$ cat src/rtl/instr_sequencer_pkg.sv
// rtl/instr_sequencer_pkg.sv - shared opcodes, states and instruction layout
//
// Purpose: constants shared by instr_sequencer and seq_alu.
// Ports: none (package).
package instr_sequencer_pkg;

  // Instruction word layout
  localparam int INSTR_W  = 12;
  localparam int OP_W     = 4;
  localparam int OP_HI    = 11;
  localparam int OP_LO    = 8;
  localparam int DST_BIT  = 7;
  localparam int SRCA_BIT = 6;
  localparam int SRCB_BIT = 5;
  localparam int RSVD_BIT = 4;
  localparam int IMM_W    = 4;
  localparam int IMM_HI   = 3;
  localparam int IMM_LO   = 0;

  typedef enum logic [OP_W-1:0] {
    OP_NOP = 4'd0,
    OP_ADD = 4'd1,
    OP_SUB = 4'd2,
    OP_AND = 4'd3,
    OP_OR  = 4'd4,
    OP_XOR = 4'd5,
    OP_NOT = 4'd6,
    OP_LDI = 4'd7,
    OP_MOV = 4'd8,
    OP_SHL = 4'd9,
    OP_SHR = 4'd10,
    OP_INC = 4'd11
  } opcode_e;

  typedef enum logic [1:0] {
    S_IDLE  = 2'd0,
    S_READ  = 2'd1,
    S_EXEC  = 2'd2,
    S_WRITE = 2'd3
  } state_e;

  // Opcodes 1..11 produce a register write; 12..15 are unsupported.
  function automatic logic is_write_op(input logic [OP_W-1:0] op);
    return (op >= 4'd1) && (op <= 4'd11);
  endfunction

  function automatic logic is_illegal_op(input logic [OP_W-1:0] op);
    return op >= 4'd12;
  endfunction

endpackage

$ cat src/rtl/seq_alu.sv
// rtl/seq_alu.sv - combinational result and carry for the sequencer opcodes
//
// Purpose: computes the N-bit result and carry for one instruction.
// Ports:
//   op     - opcode
//   a, b   - operand registers
//   imm    - immediate field (LDI)
//   result - N-bit result, wraps modulo 2^N
//   carry  - carry/borrow/shifted-out bit, 0 for logic ops
module seq_alu
  import instr_sequencer_pkg::*;
#(
  parameter int N = 4
) (
  input  logic [OP_W-1:0]  op,
  input  logic [N-1:0]     a,
  input  logic [N-1:0]     b,
  input  logic [IMM_W-1:0] imm,
  output logic [N-1:0]     result,
  output logic             carry
);

  always_comb begin
    result = '0;
    carry  = 1'b0;
    case (op)
      OP_ADD: {carry, result} = {1'b0, a} + {1'b0, b};
      OP_SUB: begin
        result = a - b;
        carry  = (a < b);
      end
      OP_AND: result = a & b;
      OP_OR:  result = a | b;
      OP_XOR: result = a ^ b;
      OP_NOT: result = ~a;
      OP_LDI: result = N'(imm);
      OP_MOV: result = a;
      OP_SHL: {carry, result} = {a, 1'b0};
      OP_SHR: {result, carry} = {1'b0, a};
      OP_INC: {carry, result} = {1'b0, a} + {{N{1'b0}}, 1'b1};
      default: begin
        result = '0;
        carry  = 1'b0;
      end
    endcase
  end

endmodule

$ cat src/rtl/instr_sequencer.sv
// rtl/instr_sequencer.sv - four-state instruction sequencer over a 2-entry register file
//
// Purpose: accepts one instruction at a time, reads two registers, executes
// through seq_alu and writes the result back with status flags.
// Ports:
//   clk, rst             - clock, asynchronous active-high reset
//   instr, instr_valid   - offered instruction
//   instr_ready          - high only in IDLE
//   SA, SB / A, B        - register-file read addresses / read data
//   D, DA, W             - write-back data, address, enable (W only in WRITE)
//   carry, zero          - registered flags, updated by writing ops
//   done, illegal        - one-cycle completion / unsupported-opcode pulses
module instr_sequencer
  import instr_sequencer_pkg::*;
#(
  parameter int N = 4
) (
  input  logic               clk,
  input  logic               rst,
  input  logic [INSTR_W-1:0] instr,
  input  logic               instr_valid,
  output logic               instr_ready,
  output logic               SA,
  output logic               SB,
  input  logic [N-1:0]       A,
  input  logic [N-1:0]       B,
  output logic [N-1:0]       D,
  output logic               DA,
  output logic               W,
  output logic               carry,
  output logic               zero,
  output logic               done,
  output logic               illegal
);

  state_e             state, state_nxt;
  logic [INSTR_W-1:0] ir;
  logic [N-1:0]       opa, opb;
  logic [N-1:0]       d_q;
  logic               da_q, carry_q, zero_q;
  logic [OP_W-1:0]    op;
  logic [N-1:0]       alu_res;
  logic               alu_carry;
  logic               unused_rsvd;

  assign op          = ir[OP_HI:OP_LO];
  assign unused_rsvd = ir[RSVD_BIT];

  // Read addresses come straight from the captured instruction, so they are
  // stable from READ onward and hold until the next capture.
  assign SA = ir[SRCA_BIT];
  assign SB = ir[SRCB_BIT];

  assign D     = d_q;
  assign DA    = da_q;
  assign carry = carry_q;
  assign zero  = zero_q;

  seq_alu #(.N(N)) u_alu (
    .op     (op),
    .a      (opa),
    .b      (opb),
    .imm    (ir[IMM_HI:IMM_LO]),
    .result (alu_res),
    .carry  (alu_carry)
  );

  always_ff @(posedge clk or posedge rst) begin
    if (rst) begin
      state <= S_IDLE;
    end else begin
      state <= state_nxt;
    end
  end

  always_comb begin
    state_nxt   = state;
    instr_ready = 1'b0;
    W           = 1'b0;
    done        = 1'b0;
    illegal     = 1'b0;
    case (state)
      S_IDLE: begin
        instr_ready = 1'b1;
        if (instr_valid) begin
          state_nxt = S_READ;
        end
      end
      S_READ: state_nxt = S_EXEC;
      S_EXEC: begin
        if (is_write_op(op)) begin
          state_nxt = S_WRITE;
        end else begin
          done      = 1'b1;
          illegal   = is_illegal_op(op);
          state_nxt = S_IDLE;
        end
      end
      S_WRITE: begin
        W         = 1'b1;
        done      = 1'b1;
        state_nxt = S_IDLE;
      end
      default: state_nxt = S_IDLE;
    endcase
  end

  // Write-back data and flags load on the EXEC->WRITE edge so they are
  // visible alongside W, and then hold until the next writing instruction.
  always_ff @(posedge clk or posedge rst) begin
    if (rst) begin
      ir      <= '0;
      opa     <= '0;
      opb     <= '0;
      d_q     <= '0;
      da_q    <= 1'b0;
      carry_q <= 1'b0;
      zero_q  <= 1'b0;
    end else begin
      if (state == S_IDLE && instr_valid) begin
        ir <= instr;
      end
      if (state == S_READ) begin
        opa <= A;
        opb <= B;
      end
      if (state == S_EXEC && is_write_op(op)) begin
        d_q     <= alu_res;
        da_q    <= ir[DST_BIT];
        carry_q <= alu_carry;
        zero_q  <= (alu_res == '0);
      end
    end
  end

endmodule

$ cat config.mk
export PLATFORM = sky130hd
export DESIGN_NAME = instr_sequencer
export DESIGN_NICKNAME = d
export VERILOG_FILES = /design/src/rtl/instr_sequencer_pkg.sv /design/src/rtl/seq_alu.sv /design/src/rtl/instr_sequencer.sv
export SDC_FILE = /design/constraint.sdc
export NUM_CORES = 1
export LEC_CHECK = 0
export BUFFER_PORTS_ARGS = -buffer_cell sky130_fd_sc_hd__buf_2
export CAP_MARGIN = 20
export CORE_UTILIZATION = 41
export CTS_CLUSTER_SIZE = 16
export DETAILED_ROUTE_END_ITERATION = 7
export PLACE_DENSITY_LB_ADDON = 0.1
export SYNTH_ARGS = -nofsm -noshare
export SYNTH_HDL_FRONTEND = slang
export SYNTH_SLANG_ARGS = --single-unit
$ cat constraint.sdc
create_clock -name clk -period 5.55 [get_ports clk]
set_input_delay 0.8325 -clock clk [delete_from_list [all_inputs] [get_ports clk]]
set_output_delay 0.8325 -clock clk [all_outputs]
set_load 0.01 [all_outputs]
## After elaboration in Yosys (flattened, before gate mapping)

Cells that the tools add are included.

| storage, ports and cells | value |
|---|---|
| register bits | 29 |
| bits in latches | 0 |
| bits in writable memories | 0 |
| ROM bits | 0 |
| input bits | 23 |
| output and inout port bits | 13 |
| logic and storage cells | 50 |
| memories | 0 |

| cells by class | value |
|---|---|
| add/subtract/negate cells | 3 |
| $mul | 0 |
| divide/modulo/power cells | 0 |
| order comparisons | 4 |
| equality and inequality tests | 15 |
| shift operators | 0 |
| muxes and demuxes | 11 |
| bitwise gates (word level) | 4 |
| reduce and logical (&&, ||, !) cells | 5 |

Operators with widths:

| operator | number |
|---|---|
| 4-bit one-hot mux with 11 select lines | 1 |
| 4-bit by 3-bit equality test with 1-bit output (second input constant) | 4 |
| 4-bit equality test (second input constant) | 4 |
| 4-bit by 2-bit equality test with 1-bit output (second input constant) | 2 |
| 2-bit one-hot mux with 4 select lines | 1 |
| 4-bit by 1-bit adder with 5-bit output (second input constant) | 1 |
| 4-bit by 4-bit adder with 5-bit output | 1 |
| 1-bit 2-to-1 mux | 5 |
| 1-bit one-hot mux with 5 select lines | 1 |
| 4-bit AND | 1 |
| 2-bit equality test (second input constant) | 2 |
| 4-bit by 1-bit equality test with 1-bit output (second input constant) | 1 |
| 4-bit by 1-bit >= comparator with 1-bit output (second input constant) | 1 |
| 4-bit >= comparator (second input constant) | 1 |
| 4-bit less-or-equal comparator (second input constant) | 1 |
| 4-bit logical NOT | 1 |
| 4-bit < comparator | 1 |
| 2-bit 2-to-1 mux | 2 |
| 4-bit NOT | 1 |
| 4-bit OR | 1 |
| 4-bit subtractor | 1 |
| 4-bit XOR | 1 |
| 1-bit logical AND | 3 |
| 2-bit by 1-bit equality test with 1-bit output (second input constant) | 1 |
| 3 further kinds | 3 |

## Logic depth before layout (Yosys ltp)

Gate-level depths: netlist of run 1.

| logic depth | value |
|---|---|
| depth after elaboration | 4 |
| mapped depth | 10 |
| depth with buffers taken out | 9 |

## Modules after synthesis

Synthesis of run 1 repeated with hierarchy kept, for this count alone.

| second synthesis, totals | value |
|---|---|
| cell total of the unflattened synthesis | 186 |
| area total of the unflattened synthesis | 1956.9 µm² |

Modules (own cells, without submodules):

| module | instances | cells an instance | area an instance (µm²) | sequential area each (µm²) |
|---|---|---|---|---|
| instr_sequencer | 1 | 70 | 1103.6 | 700.7 |
| seq_alu | 1 | 116 | 853.3 | 0.0 |

## Worst setup path before layout of run 1

OpenSTA, ideal clock, no wires.

| path | value |
|---|---|
| path kind | register -> register |
| from | register opa[0] |
| to | register zero_q, in the netlist zero |
| setup time | 0.067 ns |
| arrival | 2.039 ns |
| required time | 5.483 ns |
| setup slack | 3.444 ns |
| stages on the path, launching flop included | 9 |
| path buffers | 0 |
| clock period less this slack | 2.106 ns |
| cells stage by stage | dfrtp_1 > ha_1 > fa_1 > mux2_2 > a32oi_1 > a21oi_1 > a211o_2 > nor2_1 > a32o_1 |

| on the way | value |
|---|---|
| longest elaborated chain between the ends | 3 |
| elaborated cells between the ends (all ways) | 9 |
| classes of those cells | add/sub (3); mux (1); bitwise (4); reduce/logical (1) |

RTL lines:

| item | RTL line | text |
|---|---|---|
| start, declared | instr_sequencer.sv:38 | `logic [N-1:0] opa, opb;` |
| start signal, assigned | instr_sequencer.sv:113 | `opa <= '0;` |
| start signal, assigned | instr_sequencer.sv:124 | `opa <= A;` |
| 4-bit by 1-bit adder with 5-bit output (tied with other cells) | seq_alu.sv:40 | `OP_INC: {carry, result} = {1'b0, a} + {{N{1'b0}}, 1'b1};` |
| 4-bit one-hot mux with 11 select lines * | seq_alu.sv:26 | `case (op)` |
| 4-bit logical NOT * | instr_sequencer.sv:131 | `zero_q <= (alu_res == '0);` |
| end signal, assigned | instr_sequencer.sv:131 |  |
| end, declared | instr_sequencer.sv:40 | `logic da_q, carry_q, zero_q;` |

Mark *: on every way between the ends. The rest lies on a longest branch, timed or not.
A chain may end at the register's enable or synchronous reset.

## Final worst setup path of run 1

| path | value |
|---|---|
| from | register ir[11] |
| to | output port done |

| on the way | value |
|---|---|
| longest elaborated chain between the ends | 4 |
| elaborated cells between the ends (all ways) | 5 |
| classes of those cells | order compare (2); mux (2); reduce/logical (1) |

RTL lines:

| item | RTL line | text |
|---|---|---|
| start, declared | instr_sequencer.sv:37 | `logic [INSTR_W-1:0] ir;` |
| start signal, assigned | instr_sequencer.sv:121 | `ir <= instr;` |
| 4-bit by 1-bit >= comparator with 1-bit output or 4-bit less-or-equal comparator (tied branches) | instr_sequencer_pkg.sv:44 | `return (op >= 4'd1) && (op <= 4'd11);` |
| 1-bit logical AND * | instr_sequencer_pkg.sv:44 |  |
| 1-bit 2-to-1 mux * | instr_sequencer.sv:91 | `if (is_write_op(op)) begin` |
| 1-bit one-hot mux with 2 select lines * | instr_sequencer.sv:82 | `case (state)` |
| end, declared | instr_sequencer.sv:32 | `output logic done,` |

Marks and branches as above.

==> results of run 1 <==
layer usage:
layer / vias to the layer above / track usage (%)
li1: 757 / -
met1: 687 / 24.6
met2: 36 / 27.2
met3: 2 / 1.69
met4: 0 / 3.92
met5: - / 0
cell type report:
type / count / area (sq um)
Tap cell: 52 / 65.1
Fill cell: 450 / 2290
Sequential cell: 28 / 701
Timing Repair Buffer: 35 / 198
Inverter: 14 / 52.6
Multi-Input combinational cell: 148 / 1120
Clock buffer: 3 / 41.3
Clock inverter: 1 / 30.0
sequential cells by signal, summed over array words and instances, names as in the netlist:
register	cells
opa	4
state	2
ir	11
D	4
carry	1
zero	1
DA	1
opb	4
critical path, cell delays in order (launching register included):
cell,delay (ns)
dfrtp_1,0.61
or2_1,0.37
o31ai_2,0.26
o21a_1,0.17
buf_2,0.13
synthesized netlist by cell type (all sizes together):
cell type   n  area (sq um)
o311a       1          11.3
o21bai      1          7.51
ha         13           163
a21o        3          22.5
nand3b      2          15.0
o31ai       1          12.5
and2b       2          15.0
nor3b       1          7.51
and2        2          12.5
o32a        2          20.0
o21a        2          15.0
mux2i       3          30.0
a22oi       2          15.0
o2bb2ai     1          8.76
buf        12          93.8
nand2b      5          31.3
clkbuf      3          11.3
o21ai       9          45.0
dfrtp      28           701
mux2       18           203
nor2b       2          12.5
nor3        2          10.0
a221o       1          10.0
a32oi       2          17.5
a21oi       7          35.0
or2         3          18.8
xnor2       4          35.0
xor2        2          17.5
a221oi      1          8.76
a32o        2          20.0
o221ai      2          23.8
nor2       18          67.6
nand4bb     1          11.3
fa          2          40.0
a211o       1          10.0
a311oi      1          15.0
nand2      20          75.1
and3b       1          8.76
inv        14          52.6
o2111ai     1          8.76
nand3       5          25.0
o22ai       2          18.8
worst min-delay path by stage:
stage,endpoint,cells after the start,start
2_1_floorplan,DA,2,ir[7]
3_3_place_gp,DA,2,DA
3_5_place_dp,DA,2,DA
4_1_cts,DA,2,DA
5_1_grt,DA,2,DA
6_report,D[1],2,D[1]
stage by stage:
| step | std cells | cell area [sq um] | total power, uW |
|---|---|---|---|
| 2_1_floorplan | 205 | 1980 | 1180 |
| 3_3_place_gp | 276 | 2110 | 1330 |
| 3_5_place_dp | 277 | 2140 | 1350 |
| 4_1_cts | 281 | 2210 | 1520 |
| 5_1_grt | 281 | 2210 | 1650 |
| 6_report | 281 | 2210 | 1510 |
report_power, final:
group | switching (uW) | total, uW | internal (uW)
logic | 446 | 872 | 426
clock network | 67.8 | 164 | 96.6
registers | 169 | 473 | 304
total | 682 | 1510 | 827
logic make-up after synthesis:
kind of cell / after synthesis / synth area share (%)
compound gates: 42 / 16.4
xor+xnor: 6 / 2.65
fa+ha+maj: 15 / 10.2
buf+inv: 29 / 7.95
flops: 28 / 35.4
mux: 21 / 11.7
simple gates: 64 / 15.7
==> results.ini, run 1 <==
[status]
status = finished clean

[layout]
final_cell_mix = buf_2 (34), dfrtp_1 (28), nand2_1 (20)
area_growth_pct = 11.6
final_common_cell = buf_2
drive_gt1_share_pct = 27.9
diodes = 0
finalNetCount = 268
utilization_pct = 49.1

[cts]
numCtsBuffers = 3
clockBufferDepth = 2
cts_tree = built
clock_latency_ns = 0.28
cts.sinks = 28
cts_setup_buffers = 0
root_buffer = clkbuf_8
holdBufCountCts = 0
htree_levels = 1
cts_resized = 0
path_clk_slew_ns = 0.10

[synth]
seq_area_frac_synth_pct = 35.4
synth-seq-cells = 28
yosysWarnings = 0
syn_avg_cell_area_sq_um = 9.67
netlist_area_sq_mm = 0.00198
synth.distinct_cells = 48
syn_inst = 205
synth_nets = 243

[floorplanning]
core_sq_mm = 0.00450
die_w_microns = 71.5
ios = 36
fp.dieH_microns = 71.5
fp-row-count = 24
dieArea_sq_mm = 0.00512
start_util_pct = 44.0

[sta]
period_needed_ns = 2.65
finalClockSkew_ns = 0.00215
drv_slew = 0
fin_hold_ws_ns = 0.477
hold_viol = 0
maxSlewHeadroom_pct = 44.9
fmax_mhz = 378
rsz0062_at_grt = false
setup_violations = 0
fin_setup_tns_ns = 0
tightest_slew_ns = 0.827
setup_slack_ns = 2.90
finalCritPeriodShare_pct = 47.7

[worst_setup_path]
r2r_start = opa[0]
cp_max_fo = 18
r2r_setup_slack_ns = 3.17
worst_r2r_endpoint = zero
cp-startpoint = ir[11]
ff2ff_path_depth = 8
crit_type = reg2out
cp_data_required_time_ns = 4.72
endpoint = done
cp.arrival_ns = 1.81
end_kind = output pin
crit_path_start_kind = register

[detailed_routing]
vias_per_cell = 5.27
wl_met2_microns = 1910
drt-total-wl_microns = 4110
via_count = 1482
wl_met3_microns = 133
drt_first_iter_violations = 58
wire_per_inst_microns = 14.6
met1_length_microns = 2050
dr.max_layer_used = met4
ant_nets = 0
first_pass_iters = 4
route.detailed.drc = 0

[global_routing]
grt_pass1_vias = 1405
grt_pass1_wl_microns = 6780
grt_use_total_pct = 16.9
antenna_found_initial = 0
grt_max_degree = 29
globalRouteOverflowTotal = 0

[hold_path]
hold_path_class = reg2reg

[power_and_ir_drop]
power.leakage_uw = 0.00105
vdd_drop_max_mv = 0.234
power_density_mw_per_mm2 = 682

[placement]
finalWeightedCongestion = 0.866
place_ws_ns = 3.20
hpwl_microns = 3010
port_buffers = 34

[flow_run]
cap_violations = 0

Power figures use the tool's default switching activity.
==> inputs of run 2 (changes only) <==
- ABC_AREA: not set -> 1
- clock period: 5.55 -> 2.25 ns (I/O delays scaled with it)
==> run 2 against run 1 <==
Combinational power up 120%. Critical endpoint is now zero. Critical path depth up 8. Total power up 120%. Hold slack worse by 0.38 ns. Core utilization up 1.5 points. Design area up 0.28%. Routed wire length up 6.4%. Die area down 4.8%. Sequential power up 100%. Sequential share of layout area down 0.089 points. Clock-buffer cell count unchanged.
==> results.ini, run 2 <==
[synth]
synth_fa_ha_area_share_pct = 10.8  ; +0.53 points
yosysWarnings = 0  ; unchanged
synthTopCellsByArea = dfrtp_1 (37%), nand2_1 (14%), ha_1 (8.6%), nor2_1 (8.4%), nand3_1 (6.9%)
synth_nets = 298  ; +23%
synth_ff_type = dfrtp_1
synth_edf_count = 0  ; unchanged
synthTopCellsByCount = nand2_1 (69), nor2_1 (42), dfrtp_1 (28), inv_1 (26), nand3_1 (26)
seq_area_frac_synth_pct = 37.2  ; +1.8 points
synth_top_area_share_pct = 37.2  ; +1.8 points
syn_inst = 260  ; +27%
synth_top_family_by_area = simple AND/OR/NAND/NOR gates
netlist_area_sq_mm = 0.00188  ; -4.9%
synth-seq-cells = 28  ; unchanged
yosysMostFrequentCell = nand2_1
synth_xor_area_share_pct = 0.930  ; -1.7 points
async_flop_share_pct = 100  ; unchanged
synth_compound_area_share_pct = 8.57  ; -7.8 points
synthMuxAreaShare_pct = 4.18  ; -7.6 points
synthSimpleGateAreaFrac_pct = 31.6  ; +16 points
synth.distinct_cells = 21  ; -56%
yosysTopAreaCell = dfrtp_1
syn_avg_cell_area_sq_um = 7.25  ; -25%

[global_routing]
grt_pass1_wl_microns = 7580  ; +12%
grt_pass1_vias = 1661  ; +18%
grt_max_degree = 29  ; unchanged
globalRouteOverflowTotal = 0  ; unchanged
grt_use_total_pct = 19.5  ; +2.6 points
antenna_found_initial = 0  ; unchanged

[floorplanning]
start_util_pct = 43.0  ; -1.0 points
ios = 36  ; unchanged
core_sq_mm = 0.00438  ; -2.7%
fp.dieH_microns = 69.8  ; -2.4%
dieArea_sq_mm = 0.00487  ; -4.8%
die_w_microns = 69.8  ; -2.4%
fp-row-count = 24  ; unchanged

[layout]
stdcell_count = 352  ; +25%
finalNetCount = 339  ; +26%
multi_input_comb_area_sq_mm = 0.00106  ; -6.0%
largest-register = ir
final_cell_area_sq_mm = 0.00222  ; +0.28%
drive_gt1_share_pct = 19.3  ; -8.6 points
seq_area_sq_um = 701  ; unchanged
final.fill_count = 463  ; +2.9%
final_common_cell = nand2_1
final_cell_mix = nand2_1 (69), nor2_1 (42), buf_2 (34)
diodes = 0  ; unchanged
largest_reg_flops = 11  ; unchanged
area_growth_pct = 17.7

[sta]
maxSlewHeadroom_pct = 61.9  ; +17 points
finalClockSkew_ns = 0.00673  ; +0.00457 ns
drv_slew = 0  ; unchanged
finalCritPeriodShare_pct = 89.3
setup_violations = 0  ; unchanged
fin_setup_tns_ns = 0  ; unchanged
rsz0062_at_grt = false
hold_viol = 0  ; unchanged
period_needed_ns = 2.01
tightest_slew_ns = 0.570  ; -0.256 ns
fmax_mhz = 498

[cts]
clock_latency_ns = 0.28  ; about the same
root_buffer = clkbuf_8
holdBufCountCts = 0  ; unchanged
path_clk_slew_ns = 0.11  ; about the same
cts_resized = 0  ; unchanged
cts.sinks = 28  ; unchanged
clockBufferDepth = 2  ; unchanged
cts_setup_buffers = 0  ; unchanged
htree_levels = 1  ; unchanged
cts_tree = built
numCtsBuffers = 3  ; unchanged

[detailed_routing]
met1_length_microns = 2130  ; +3.9%
drt_first_iter_violations = 84  ; +45%
ant_nets = 0  ; unchanged
via_count = 1765  ; +19%
vias_per_cell = 5.01  ; -4.9%
wl_met2_microns = 2010  ; +5.4%
first_pass_iters = 4  ; unchanged
wire_per_inst_microns = 12.4  ; -15%
drt-total-wl_microns = 4380  ; +6.4%
route.detailed.drc = 0  ; unchanged
dr.max_layer_used = met4
wl_met3_microns = 190  ; +43%

[status]
status = finished clean

[worst_setup_path]
cp_data_required_time_ns = 2.48  ; -2.24 ns
end_kind = register
slowest_delay_ns = 0.45  ; -0.16 ns
crit_path_start_kind = register
crit_type = reg2reg
path_common_cell = nand2_1
cp.arrival_ns = 2.24  ; +0.43 ns
path_cells = inv_1 -> ha_1 -> inv_1 -> fa_1 -> xnor2_1 -> nand2_1 -> nand2_1 -> nor2_1 -> nand3_1 -> nor2_1 -> nand3_1 -> nand2_1
cp_max_fo = 6  ; -12
cp_slowest_cell = dfrtp_1

[power_and_ir_drop]
power_density_mw_per_mm2 = 1460  ; +110%
vdd_drop_max_mv = 0.616  ; +160%
power.leakage_uw = 0.00122  ; +16%

[placement]
finalWeightedCongestion = 0.901  ; +4.0%
port_buffers = 34  ; unchanged
hpwl_microns = 3370  ; +12%
placed_area_sq_mm = 0.00215  ; +0.29%
placed_cells = 348  ; +26%

[hold_path]
hold_path_class = in2async

[flow_run]
cap_violations = 0  ; unchanged

-- run 2: cell count changes after synthesis, sizes merged, moves of 5 or more --
cell	delta
nand2	+49
buf	-9
inv	+15
nor2	+27
mux2	-11
a21oi	+13
nand3	+21
nand2b	-5
-- run 2: cell families (layout without fill, tap and decap cells) --
family,after synthesis,after routing
adders and majority gates,15,15
DFF,28,28
and+or+nand+nor,144,144
buffers and inverters,33,73
muxes,7,7
AOI/OAI and AO/OA,31,31
xor gates and xnor gates,2,2
-- run 2: through the flow --
stage	utilization (%)	power [uW]	hold slack [ns]	setup WS, ns
2_1_floorplan	-	2300	0.403	0.482
3_3_place_gp	48.9	2830	0.423	0.320
3_5_place_dp	48.9	2850	0.429	0.294
4_1_cts	50.6	3270	0.113	0.264
5_1_grt	50.6	3610	0.128	0.0639
6_report	50.6	3250	0.0999	0.241
-- run 2: path summary, 6_finish.rpt --
kind | startpoint | to | slack [ns] | depth (start not counted)
max | opa[0] | zero | 0.24 | 12
min | rst | opa[0] | 0.1 | 3
max reg2reg | opa[0] | zero | 0.24 | 12
min reg2reg | ir[7] | DA | 0.48 | 2
max in group asynchronous | rst | D[1] | 1.88 | 3
min in group clk | instr[7] | ir[7] | 0.28 | 2
-- run 2: report_power, final --
group	switching, uW	total [uW]	internal, uW	leakage, uW
Sequential	202	944	742	0.000328
Combinational	1170	1890	723	0.000852
Clock	173	412	239	0.0000357
-- run 2: final cells by class --
cell class / instances / area share (%)
Timing Repair Buffer: 40 / 9.71
Tap cell: 52 / 2.93
Clock inverter: 1 / 1.35
Sequential cell: 28 / 31.6
Multi-Input combinational cell: 199 / 47.6
Inverter: 29 / 4.91
Clock buffer: 3 / 1.86
-- run 2: critical path: cells and delay by family, from the launching register on --
family                     cells  cell delay, ns
xor gates and xnor gates       1            0.15
adders and majority gates      2            0.55
buffers and inverters          2            0.21
DFF                            1            0.45
and+or+nand+nor                7            0.60
-- run 2: metal layers --
layer | global-route usage [%] | up-vias
met2 | 31.0 | 39
met1 | 27.5 | 816
met4 | 6.00 | 0
met3 | 2.47 | 4
li1 | - | 906
met5 | 0 | -
